**config.mk**
```make
export PLATFORM = sky130hd
export DESIGN_NAME = fft_dout_serializer
export DESIGN_NICKNAME = d
export VERILOG_FILES = /design/src/rtl/fft_dout_serializer.sv
export SDC_FILE = /design/constraint.sdc
export NUM_CORES = 1
export LEC_CHECK = 0
export ABC_AREA = 1
export BUFFER_PORTS_ARGS = -buffer_cell sky130_fd_sc_hd__buf_2
export CORE_MARGIN = 2
export CORE_UTILIZATION = 45
export CTS_CLUSTER_SIZE = 30
export DETAILED_ROUTE_END_ITERATION = 16
export GPL_TIMING_DRIVEN = 0
export HOLD_SLACK_MARGIN = 0.12
export PLACE_DENSITY_LB_ADDON = 0.12
export SYNTH_ARGS = -nofsm -noshare
export SYNTH_HDL_FRONTEND = slang
export SYNTH_SLANG_ARGS = --single-unit
```
**constraint.sdc**
```tcl
create_clock -name clk -period 10.3 [get_ports clk]
set_input_delay 0.515 -clock clk [delete_from_list [all_inputs] [get_ports clk]]
set_output_delay 0.515 -clock clk [all_outputs]
set_load 0.01 [all_outputs]
```
**src/rtl/fft_dout_serializer.sv**
```systemverilog
// rtl/fft_dout_serializer.sv - buffers one FFT frame and streams it as a header word followed by interleaved re/im words
module fft_dout_serializer #(
  parameter int NPOINT = 3,
  parameter int WIDTH  = 16
) (
  input  logic                           clk,
  input  logic                           rst,
  input  logic                           din_valid,
  output logic                           din_busy,
  input  logic [WIDTH*(2**NPOINT)-1:0]   din_real,
  input  logic [WIDTH*(2**NPOINT)-1:0]   din_imag,
  output logic                           dout_valid,
  input  logic                           dout_ready,
  output logic [WIDTH-1:0]               dout_data,
  output logic                           dout_last,
  output logic [7:0]                     frame_seq
);

  localparam int N  = 2**NPOINT;
  localparam int CW = NPOINT + 1;
  localparam logic [CW-1:0] LAST_CNT = CW'(2*N-1);

  typedef enum logic [1:0] {
    S_IDLE,
    S_HDR,
    S_DATA
  } state_t;

  state_t                 r_state;
  logic [CW-1:0]          r_cnt;
  logic [7:0]             r_seq;
  logic                   r_busy;
  logic                   r_valid;
  logic                   r_last;
  logic [WIDTH-1:0]       r_data;
  logic [WIDTH*N-1:0]     r_real;
  logic [WIDTH*N-1:0]     r_imag;

  state_t                 w_state_nxt;
  logic [CW-1:0]          w_cnt_nxt;
  logic [7:0]             w_seq_nxt;
  logic                   w_busy_nxt;
  logic                   w_valid_nxt;
  logic                   w_last_nxt;
  logic [WIDTH-1:0]       w_data_nxt;
  logic                   w_capture;
  logic                   w_xfer;
  logic [CW-1:0]          w_cnt_inc;
  logic [NPOINT-1:0]      w_inc_idx;
  logic [WIDTH-1:0]       w_inc_word;

  assign w_xfer     = r_valid & dout_ready;
  assign w_cnt_inc  = r_cnt + CW'(1);
  assign w_inc_idx  = w_cnt_inc[CW-1:1];
  // Even word index carries the real part, odd the imaginary part of the same point.
  assign w_inc_word = w_cnt_inc[0] ? r_imag[WIDTH*w_inc_idx +: WIDTH]
                                   : r_real[WIDTH*w_inc_idx +: WIDTH];

  always_comb begin
    w_state_nxt = r_state;
    w_cnt_nxt   = r_cnt;
    w_seq_nxt   = r_seq;
    w_busy_nxt  = r_busy;
    w_valid_nxt = r_valid;
    w_last_nxt  = r_last;
    w_data_nxt  = r_data;
    w_capture   = 1'b0;
    case (r_state)
      S_IDLE: begin
        if (din_valid) begin
          w_capture   = 1'b1;
          w_state_nxt = S_HDR;
          w_busy_nxt  = 1'b1;
          w_valid_nxt = 1'b1;
          w_last_nxt  = 1'b0;
          w_data_nxt  = WIDTH'({8'hA5, r_seq});
        end
      end
      S_HDR: begin
        if (w_xfer) begin
          w_state_nxt = S_DATA;
          w_cnt_nxt   = '0;
          w_data_nxt  = r_real[WIDTH-1:0];
          w_last_nxt  = 1'b0;
        end
      end
      S_DATA: begin
        if (w_xfer) begin
          if (r_cnt == LAST_CNT) begin
            w_state_nxt = S_IDLE;
            w_cnt_nxt   = '0;
            w_seq_nxt   = r_seq + 8'd1;
            w_busy_nxt  = 1'b0;
            w_valid_nxt = 1'b0;
            w_last_nxt  = 1'b0;
            w_data_nxt  = '0;
          end else begin
            w_cnt_nxt   = w_cnt_inc;
            w_data_nxt  = w_inc_word;
            w_last_nxt  = (w_cnt_inc == LAST_CNT);
          end
        end
      end
      default: begin
        w_state_nxt = S_IDLE;
        w_busy_nxt  = 1'b0;
        w_valid_nxt = 1'b0;
        w_last_nxt  = 1'b0;
      end
    endcase
  end

  always_ff @(posedge clk or posedge rst) begin
    if (rst) begin
      r_state <= S_IDLE;
      r_cnt   <= '0;
      r_seq   <= '0;
      r_busy  <= 1'b0;
      r_valid <= 1'b0;
      r_last  <= 1'b0;
      r_data  <= '0;
      r_real  <= '0;
      r_imag  <= '0;
    end else begin
      r_state <= w_state_nxt;
      r_cnt   <= w_cnt_nxt;
      r_seq   <= w_seq_nxt;
      r_busy  <= w_busy_nxt;
      r_valid <= w_valid_nxt;
      r_last  <= w_last_nxt;
      r_data  <= w_data_nxt;
      if (w_capture) begin
        r_real <= din_real;
        r_imag <= din_imag;
      end
    end
  end

  assign din_busy   = r_busy;
  assign dout_valid = r_valid;
  assign dout_data  = r_data;
  assign dout_last  = r_last;
  assign frame_seq  = r_seq;

endmodule

```
# == Yosys cells after proc, flatten, opt, wreduce, memory -nomap -nowiden ==
# Index checks and enable logic that the tools add are counted.
# classes
n_addsub,2
eq_ne,8
shift,2
n_mux,26
bitwise,2
reduce_logical,9
# ops
cell,count
indexed part select 128 x 8 -> 16 bit,2
2-to-1 mux 16 bit,5
one-hot mux 16 bit (3 select lines),1
2-to-1 mux 4 bit,3
AND reduction 4 bit,3
2-to-1 mux 1 bit,9
AND reduction 3 bit,3
adder 8 x 1 -> 8 bit (second input constant),1
equality test 4 bit (second input constant),2
2-to-1 mux 2 bit,4
!= test 2 bit (second input constant),4
one-hot mux 4 bit (2 select lines),1
one-hot mux 1 bit (3 select lines),2
one-hot mux 2 bit (3 select lines),1
adder 4 x 1 -> 4 bit (second input constant),1
nonzero test 3 bit,1
equality test 2 x 1 -> 1 bit (second input constant),1
equality test 2 bit (second input constant),1
logical NOT 2 bit,1
nonzero test 2 bit,1
AND 1 bit,1
NOT 1 bit,1
# totals
regBits,288
inputBits,260
output_inout_bits,27
wordCells,57

# == Logic depth before layout (Yosys ltp) ==
# Gate-level depths: netlist (run 1).
# depth
depth_word,6
mapped_depth,16
ltp_nobuf,11

# == Least setup slack after synthesis (run 1) ==
# No wires, ideal clock.
# synth_timing
path_kind,flip-flop to flip-flop
start,register r_cnt[0]
end,"register r_data[13], in the netlist dout_data[13]"
setup_ns,0.077
arrival_ns,2.187
required_time_ns,10.223
setup_slack_ns,8.035
stages_incl_launch_ff,16
n_path_buf,6
synth_period_minus_slack_ns,2.265
path_cell_list,dfrtp_1 > buf_4 > inv_2 > buf_2 > buf_2 > ha_1 > buf_2 > buf_2 > buf_1 > nor2_1 > o21ai_0 > nand3_1 > nand3_1 > nand2_1 > nand2_1 > a21oi_1
# synth_via
elab_chain_len,6
word_cells_on_any_way,8
cone_classes,1 x add/sub; 1 x eq/ne; 2 x shift; 4 x mux
# synth_lines
item,line,text
"start, declared",30,logic [CW-1:0] r_cnt;
"start signal, assigned",126,r_cnt <= w_cnt_nxt;
adder 4 x 1 -> 4 bit,53,assign w_cnt_inc = r_cnt + CW'(1);
indexed part select 128 x 8 -> 16 bit (on tied branches),"57, 56",
2-to-1 mux 16 bit,56,assign w_inc_word = w_cnt_inc[0] ? r_imag[WIDTH*w_inc_idx +: WIDTH]
2-to-1 mux 16 bit (*),89,if (r_cnt == LAST_CNT) begin
2-to-1 mux 16 bit (*),88,if (w_xfer) begin
one-hot mux 16 bit (3 select lines) (*),68,case (r_state)
"end signal, assigned",131,r_data <= w_data_nxt;
"end, declared",35,logic [WIDTH-1:0] r_data;
# Every way passes the cells marked *; elsewhere a longest branch is shown, timed or not. The select of a mux whose other input is x is not followed.
# A chain may end at the register's enable or synchronous reset.

# == Worst setup path after layout (run 1) ==
# layout_timing
start,register r_cnt[0]
end,"register r_data[4], in the netlist dout_data[4]"
# Same word-level chain as after synthesis.

==> flow_summary.ini, run 1 <==
[logic_synthesis]
ys_warn_count = 0
synth_area_um2 = 13900
syn_nets = 1993
ys_ff_latch = 288
synth_area_per_cell_um2 = 8.04
yosys.cell_types.count = 27
yosysSeqAreaShare_pct = 52.0
syn_inst = 1725

[clock_tree]
clk_pin_slew_ns = 0.06
ctsHoldBuffers = 1
cts_resized = 0
cts.sinks = 288
cts_tree = done
clk_latency_ns = 0.56
cts_max_path_buffers = 3
postCtsSetupBuffers = 0
cts_root_buf = clkbuf_16
numCtsBuffers = 30
cts_max_level = 1

[timing]
hold_slack_ns = 0.186
slew_headroom_pct = 23.8
fmax_mhz = 275
clock_skew_ns = 0.0185
slew_viol_final = 0
fin_ws_ns = 6.67
finalSetupViolCount = 0
finalCritPeriodShare_pct = 35.3
period_minus_slack_ns = 3.63
rsz0062_at_grt = false
tightest_slew_ns = 1.14
final-hold-violation-count = 0

[power]
switching_power_uw = 2290
clockPowerShare_pct = 19.6
pwr-share-comb_pct = 46.2
p_leak_uw = 0.00876
internal-power_uw = 3080
swShare_pct = 42.6
cellPowerDensity_nw_per_um2 = 320
vdd.ir_drop.worst_mv = 0.161
seq_power_share_pct = 34.2

[placed_design]
globalplace.congestion = 0.927
post-place-ws_ns = 6.79
port_buffers = 286
dp_hpwl_mm = 35.2

[grt]
track_usage_pct = 28.4
antenna_found_initial = 0
grt_pass1_wl_mm = 70.6
grt_max_degree = 112
grt_pass1_vias = 12400
overflow = 0

[cells_and_area]
syn2layout_area_growth_pct = 21.2
nets = 2314
insertedDiodeCount = 0
drive_gt1_share_pct = 21.1

[detailed_routing]
wl_per_cell_um = 18.8
route.vias.total = 12700
vias_per_cell = 5.17
drc = 0
routed_wl_mm = 46.2
dr.first_iter.drc_count = 1098
firstDrtPassIters = 5
antenna_left = 0

[critical_path]
critPathSlowestCell = clkbuf_1
slowest_delay_ns = 0.57
crit_type = register to register
arrival_ns = 4.13
end_kind = register
crit_family = buffers and inverters
r2r_setup_slack_ns = 6.67
worstSetupStartpointType = register
critical_path_required_ns = 10.80
cp_common_cell = nand2_1
critPathBufInv = 7
crit_fanout = 10
crit_chain = buf_4 > inv_2 > buf_2 > buf_2 > ha_1 > buf_2 > buf_2 > clkbuf_1 > nand3_1 > nand3_1 > nand3_1 > nand2_1 > nand2_1 > nand2_1 > nand2_1 > nand2_1

[floorplanning]
core.rowCount = 64
coreArea_um2 = 30400
die_w_um = 180
die_h_um = 180
initial_utilization_pct = 45.6
die_area_um2 = 32200
ioPinCount = 287

[min_path]
min_path_type = input pin to register

[outcome]
status = finished clean

[flow_run]
cap_violations = 0
## power by group through the flow
| stage | Clock [uW] | Combinational [uW] | Sequential [uW] |
|---|---|---|---|
| after floorplan | 0 | 1660 | 1820 |
| after global placement | 0 | 2400 | 1840 |
| after detailed placement | 0 | 2440 | 1850 |
| after CTS | 1070 | 2460 | 1830 |
| after global routing | 1110 | 2760 | 1890 |
| final | 1050 | 2480 | 1840 |
## cells by family after synthesis
kind of cell / after synthesis / share of synthesized area (%)
and+or+nand+nor: 786 / 23.0
AOI/OAI and AO/OA: 249 / 9.25
adders and majority gates: 8 / 0.722
xor gates and xnor gates: 11 / 0.803
DFF: 288 / 52.0
muxes: 66 / 5.36
buffers and inverters: 317 / 8.92
## cell type report
type                            instances  area [um2]
Tap cell                              396         495
Fill cell                            2973       13600
Clock inverter                          4        20.0
Multi-Input combinational cell       1120        5420
Buffer                                106         445
Inverter                              211         800
Clock buffer                           46         922
Sequential cell                       288        7210
Timing Repair Buffer                  289        1500
## synthesized netlist by cell type
master	n	area share, %
xor2_1	7	0.44
nor2_2	1	0.045
nor3_2	1	0.072
nor2_1	283	7.7
nand2_1	323	8.7
buf_2	26	0.94
nand4_1	2	0.090
or2_2	1	0.045
nor3_1	2	0.072
buf_4	4	0.22
buf_1	12	0.32
o21ai_1	1	0.036
ha_1	8	0.72
mux2_2	66	5.4
clkbuf_1	64	1.7
o22ai_1	1	0.045
dfrtp_1	288	52
inv_1	208	5.6
o211ai_1	13	0.70
xnor2_1	2	0.13
a21oi_1	213	7.7
o21ai_0	20	0.72
xor2_2	2	0.23
clkinv_1	2	0.054
nand3_1	173	6.2
inv_2	1	0.027
o31ai_1	1	0.054
## path summary, 6_finish.rpt
kind                                             to                     start  depth (start not counted)
min in group asynchronous   r_imag[121]$_DFFE_PP0P_                       rst                          3
setup / recovery           dout_data[4]$_DFFE_PP0P_      r_cnt[0]$_DFFE_PP0P_                         16
max in group asynchronous    r_imag[33]$_DFFE_PP0P_                       rst                          4
hold reg to reg            dout_data[2]$_DFFE_PP0P_  dout_data[2]$_DFFE_PP0P_                          2
hold / removal               r_imag[17]$_DFFE_PP0P_              din_imag[17]                          2
setup reg to reg           dout_data[4]$_DFFE_PP0P_      r_cnt[0]$_DFFE_PP0P_                         16
## stage by stage
step,total power (uW),TNS [ns],area (um2),util (%),instances
floorplan,3480,0,13900,-,1725
global placement,4240,-430.79,15800,51.9,2407
detailed placement,4300,0,15900,52.1,2409
CTS,5360,0,16800,55.2,2460
global route,5760,0,16800,55.2,2460
finish,5380,0,16800,55.2,2460
## flip-flops by register name (all words and copies together), names as in the netlist
register    count
dout_data      16
r_real        128
frame_seq       8
r_imag        128
dout_last       1
dout_valid      1
r_state         2
r_cnt           4
## per-layer routing
layer / global-route usage, % / vias to the layer above / part of all wire (%)
li1: - / 6068 / -
met3: 3.55 / 83 / 6.8
met5: 0 / - / 0
met1: 41.1 / 6068 / 45
met2: 44.3 / 507 / 45
met4: 9.59 / 0 / 3.5
## worst reg2reg max path: cells and delay by family (launching register included)
| family | cells | cell delay, ns |
|---|---|---|
| buf+inv | 7 | 1.99 |
| simple gates | 8 | 1.05 |
| flops | 1 | 0.38 |
| fa+ha+maj | 1 | 0.17 |
## placed cells by master, fill, tap and decap left out, types with 2 or more instances in the layout
master     count
nor3_1         2
clkinv_1       2
xor2_1         7
a21oi_1      213
nor2_1       283
clkinv_2       4
clkbuf_16     31
xor2_2         2
inv_1        207
o21ai_0       20
nand4_1        2
buf_2        312
nand2_1      323
ha_1           8
buf_16         2
dfrtp_1      288
buf_4          4
nand3_1      173
buf_1         12
clkbuf_1      70
mux2_2        66
xnor2_1        2
o211ai_1      13
clkbuf_8       9
Note: power is estimated with default switching activity, not from simulation.
==> inputs of run 2 (changes only) <==
==> constraint.sdc (replaced) <==
create_clock -name clk -period 3.3 [get_ports clk]
set_input_delay 0.165 -clock clk [delete_from_list [all_inputs] [get_ports clk]]
set_output_delay 0.165 -clock clk [all_outputs]
set_load 0.01 [all_outputs]
==> run 2 against run 1 <==
  * Design area rose by 17%
  * Clock power rose to 3.5 times the previous value
  * Sequential share of layout area down 6.2 points
  * Total power grew to 3.2 times the previous value
  * First-iteration DRC count rose by 5.3%
  * Core utilization up 9.3 points
  * Register-to-register slack got worse by 6.5 ns
  * Clock skew decreased by 0.0094 ns
  * Wire length is 11% higher
  * Final cell count grew 11%
  * Maximum frequency rose by 18%
  * Critical endpoint unchanged
  * Global-route usage grew 3.4 points
  * Highest routed layer unchanged
  * Critical path type unchanged
==> flow_summary.ini, run 2 (synthesis results as in run 1) <==
[critical_path]
crit_end = dout_data[4]$_DFFE_PP0P_
critical_path_required_ns = 3.75
reg2reg_from = r_cnt[0]$_DFFE_PP0P_
crit_start = r_cnt[0]$_DFFE_PP0P_
crit_type = register to register
end_kind = register
rr_endpoint = dout_data[4]$_DFFE_PP0P_
crit_fanout = 17
r2r_setup_slack_ns = 0.21
worstSetupStartpointType = register
arrival_ns = 3.54
ff2ff_path_depth = 15

[floorplanning]
coreArea_um2 = 30400
ioPinCount = 287
core.rowCount = 64
die_w_um = 180
die_area_um2 = 32200
die_h_um = 180
initial_utilization_pct = 45.6

[clock_tree]
cts_max_path_buffers = 3
numCtsBuffers = 31
clk_pin_slew_ns = 0.06
cts_tree = done
cts_max_level = 1
cts.sinks = 288
clk_latency_ns = 0.56
cts_root_buf = clkbuf_16

[power]
power_uw = 17500
internal-power_uw = 10200
pwr-share-comb_pct = 46.4
switching_power_uw = 7290
p_leak_uw = 0.00995
seq_power_share_pct = 32.8
swShare_pct = 41.7
vdd.ir_drop.worst_mv = 0.454
clockPowerShare_pct = 20.8
cellPowerDensity_nw_per_um2 = 890

[placed_design]
place_area_um2 = 15900
dp_hpwl_mm = 35.5
dp_cells = 2414
post-place-ws_ns = -0.174
globalplace.congestion = 0.891
port_buffers = 286

[timing]
rsz0062_at_grt = false
period_minus_slack_ns = 3.09
tightest_slew_ns = 1.20
slew_viol_final = 0
finalSetupViolCount = 0
clock_skew_ns = 0.00914
fmax_mhz = 324
final-hold-violation-count = 0
tns_ns = 0
slew_headroom_pct = 19.7
fin_ws_ns = 0.212
finalCritPeriodShare_pct = 93.6

[grt]
grt_max_degree = 44
antenna_found_initial = 0
track_usage_pct = 31.8
overflow = 0
grt_pass1_wl_mm = 79.7
grt_pass1_vias = 14400

[cells_and_area]
final_cells = 2730
insertedDiodeCount = 0
syn2layout_area_growth_pct = 41.5
design_area_um2 = 19600
fillers = 2558
layout_common_cells = nand2_1 (323), buf_2 (310), dfrtp_1 (288), nor2_1 (283), dlygate4sd3_1 (260)
drive_gt1_share_pct = 19.5
final_common_cell = nand2_1
nets = 2580

[detailed_routing]
dr.first_iter.drc_count = 1156
antenna_left = 0
route.vias.total = 14000
firstDrtPassIters = 5
drc = 0
wl_per_cell_um = 18.8
vias_per_cell = 5.14
routed_wl_mm = 51.3

[outcome]
status = finished clean

[flow_run]
cap_violations = 0

[min_path]
min_path_type = input pin to async pin
## run 2: changes by cell type in the layout (fill, tap and decap cells not counted), sizes merged
cell / delta
buf: +4
clkinvlp: +3
dlygate4sd3: +259
clkinv: +1
bufinv: +4
inv: -1
## run 2: repair_timing
action                                  CTS  global route
endpoints found under the hold margin   286             0
gates resized for setup                   4            13
endpoints found under the setup margin   12            16
buffers inserted                          0             2
gates cloned                              0             0
hold buffers                            260             0
## run 2: critical path: stages (launching register included)
cell	delay [ns]
dfrtp_1	0.38
buf_4	0.19
inv_2	0.31
clkbuf_4	0.31
ha_1	0.24
buf_2	0.17
clkbuf_4	0.22
clkbuf_4	0.25
nand3_1	0.16
nand3_1	0.17
nand3_1	0.19
nand2_1	0.07
nand2_1	0.10
nand2_1	0.07
nand2_1	0.07
nand2_1	0.05
## run 2: area by class of cell
type / count / area, um2 / area share [%]
Buffer: 105 / 459 / 2.34
Clock buffer: 44 / 895 / 4.56
Clock inverter: 11 / 161 / 0.822
Inverter: 211 / 800 / 4.07
Multi-Input combinational cell: 1120 / 5420 / 27.6
Sequential cell: 288 / 7210 / 36.7
Tap cell: 396 / 495 / 2.52
Timing Repair Buffer: 555 / 4190 / 21.3
## run 2: routing by layer
| metal | GRT usage (%) | routed length (um) | vias up |
|---|---|---|---|
| met5 | 0 | 0 | - |
| met4 | 12.3 | 2090 | 0 |
| met3 | 4.44 | 3690 | 131 |
| met2 | 52.1 | 23900 | 644 |
| met1 | 42.9 | 21700 | 6656 |
| li1 | - | - | 6613 |
## run 2: how the worst min path moves through the flow
stage	startpoint	end	cells after the start
floorplan	din_imag[10]	r_imag[10]$_DFFE_PP0P_	1
global placement	din_imag[16]	r_imag[16]$_DFFE_PP0P_	2
detailed placement	rst	r_imag[69]$_DFFE_PP0P_	2
CTS	rst	r_cnt[2]$_DFFE_PP0P_	3
global route	rst	r_imag[69]$_DFFE_PP0P_	3
finish	rst	r_imag[68]$_DFFE_PP0P_	3
## run 2: through the flow
step / hold slack (ns) / utilization, %
floorplan: 0.316 / -
global placement: 0.400 / 51.9
detailed placement: 0.321 / 52.4
CTS: 0.297 / 64.4
global route: 0.336 / 64.5
finish: 0.284 / 64.5
## run 2: power groups by stage
stage	sequential, uW	clock, uW	combinational (uW)
after detailed placement	5770	0	7610
after global placement	5740	0	7470
final	5730	3640	8100
after floorplan	5670	0	5180
after CTS	5710	3660	7920
after global routing	5900	3820	8990
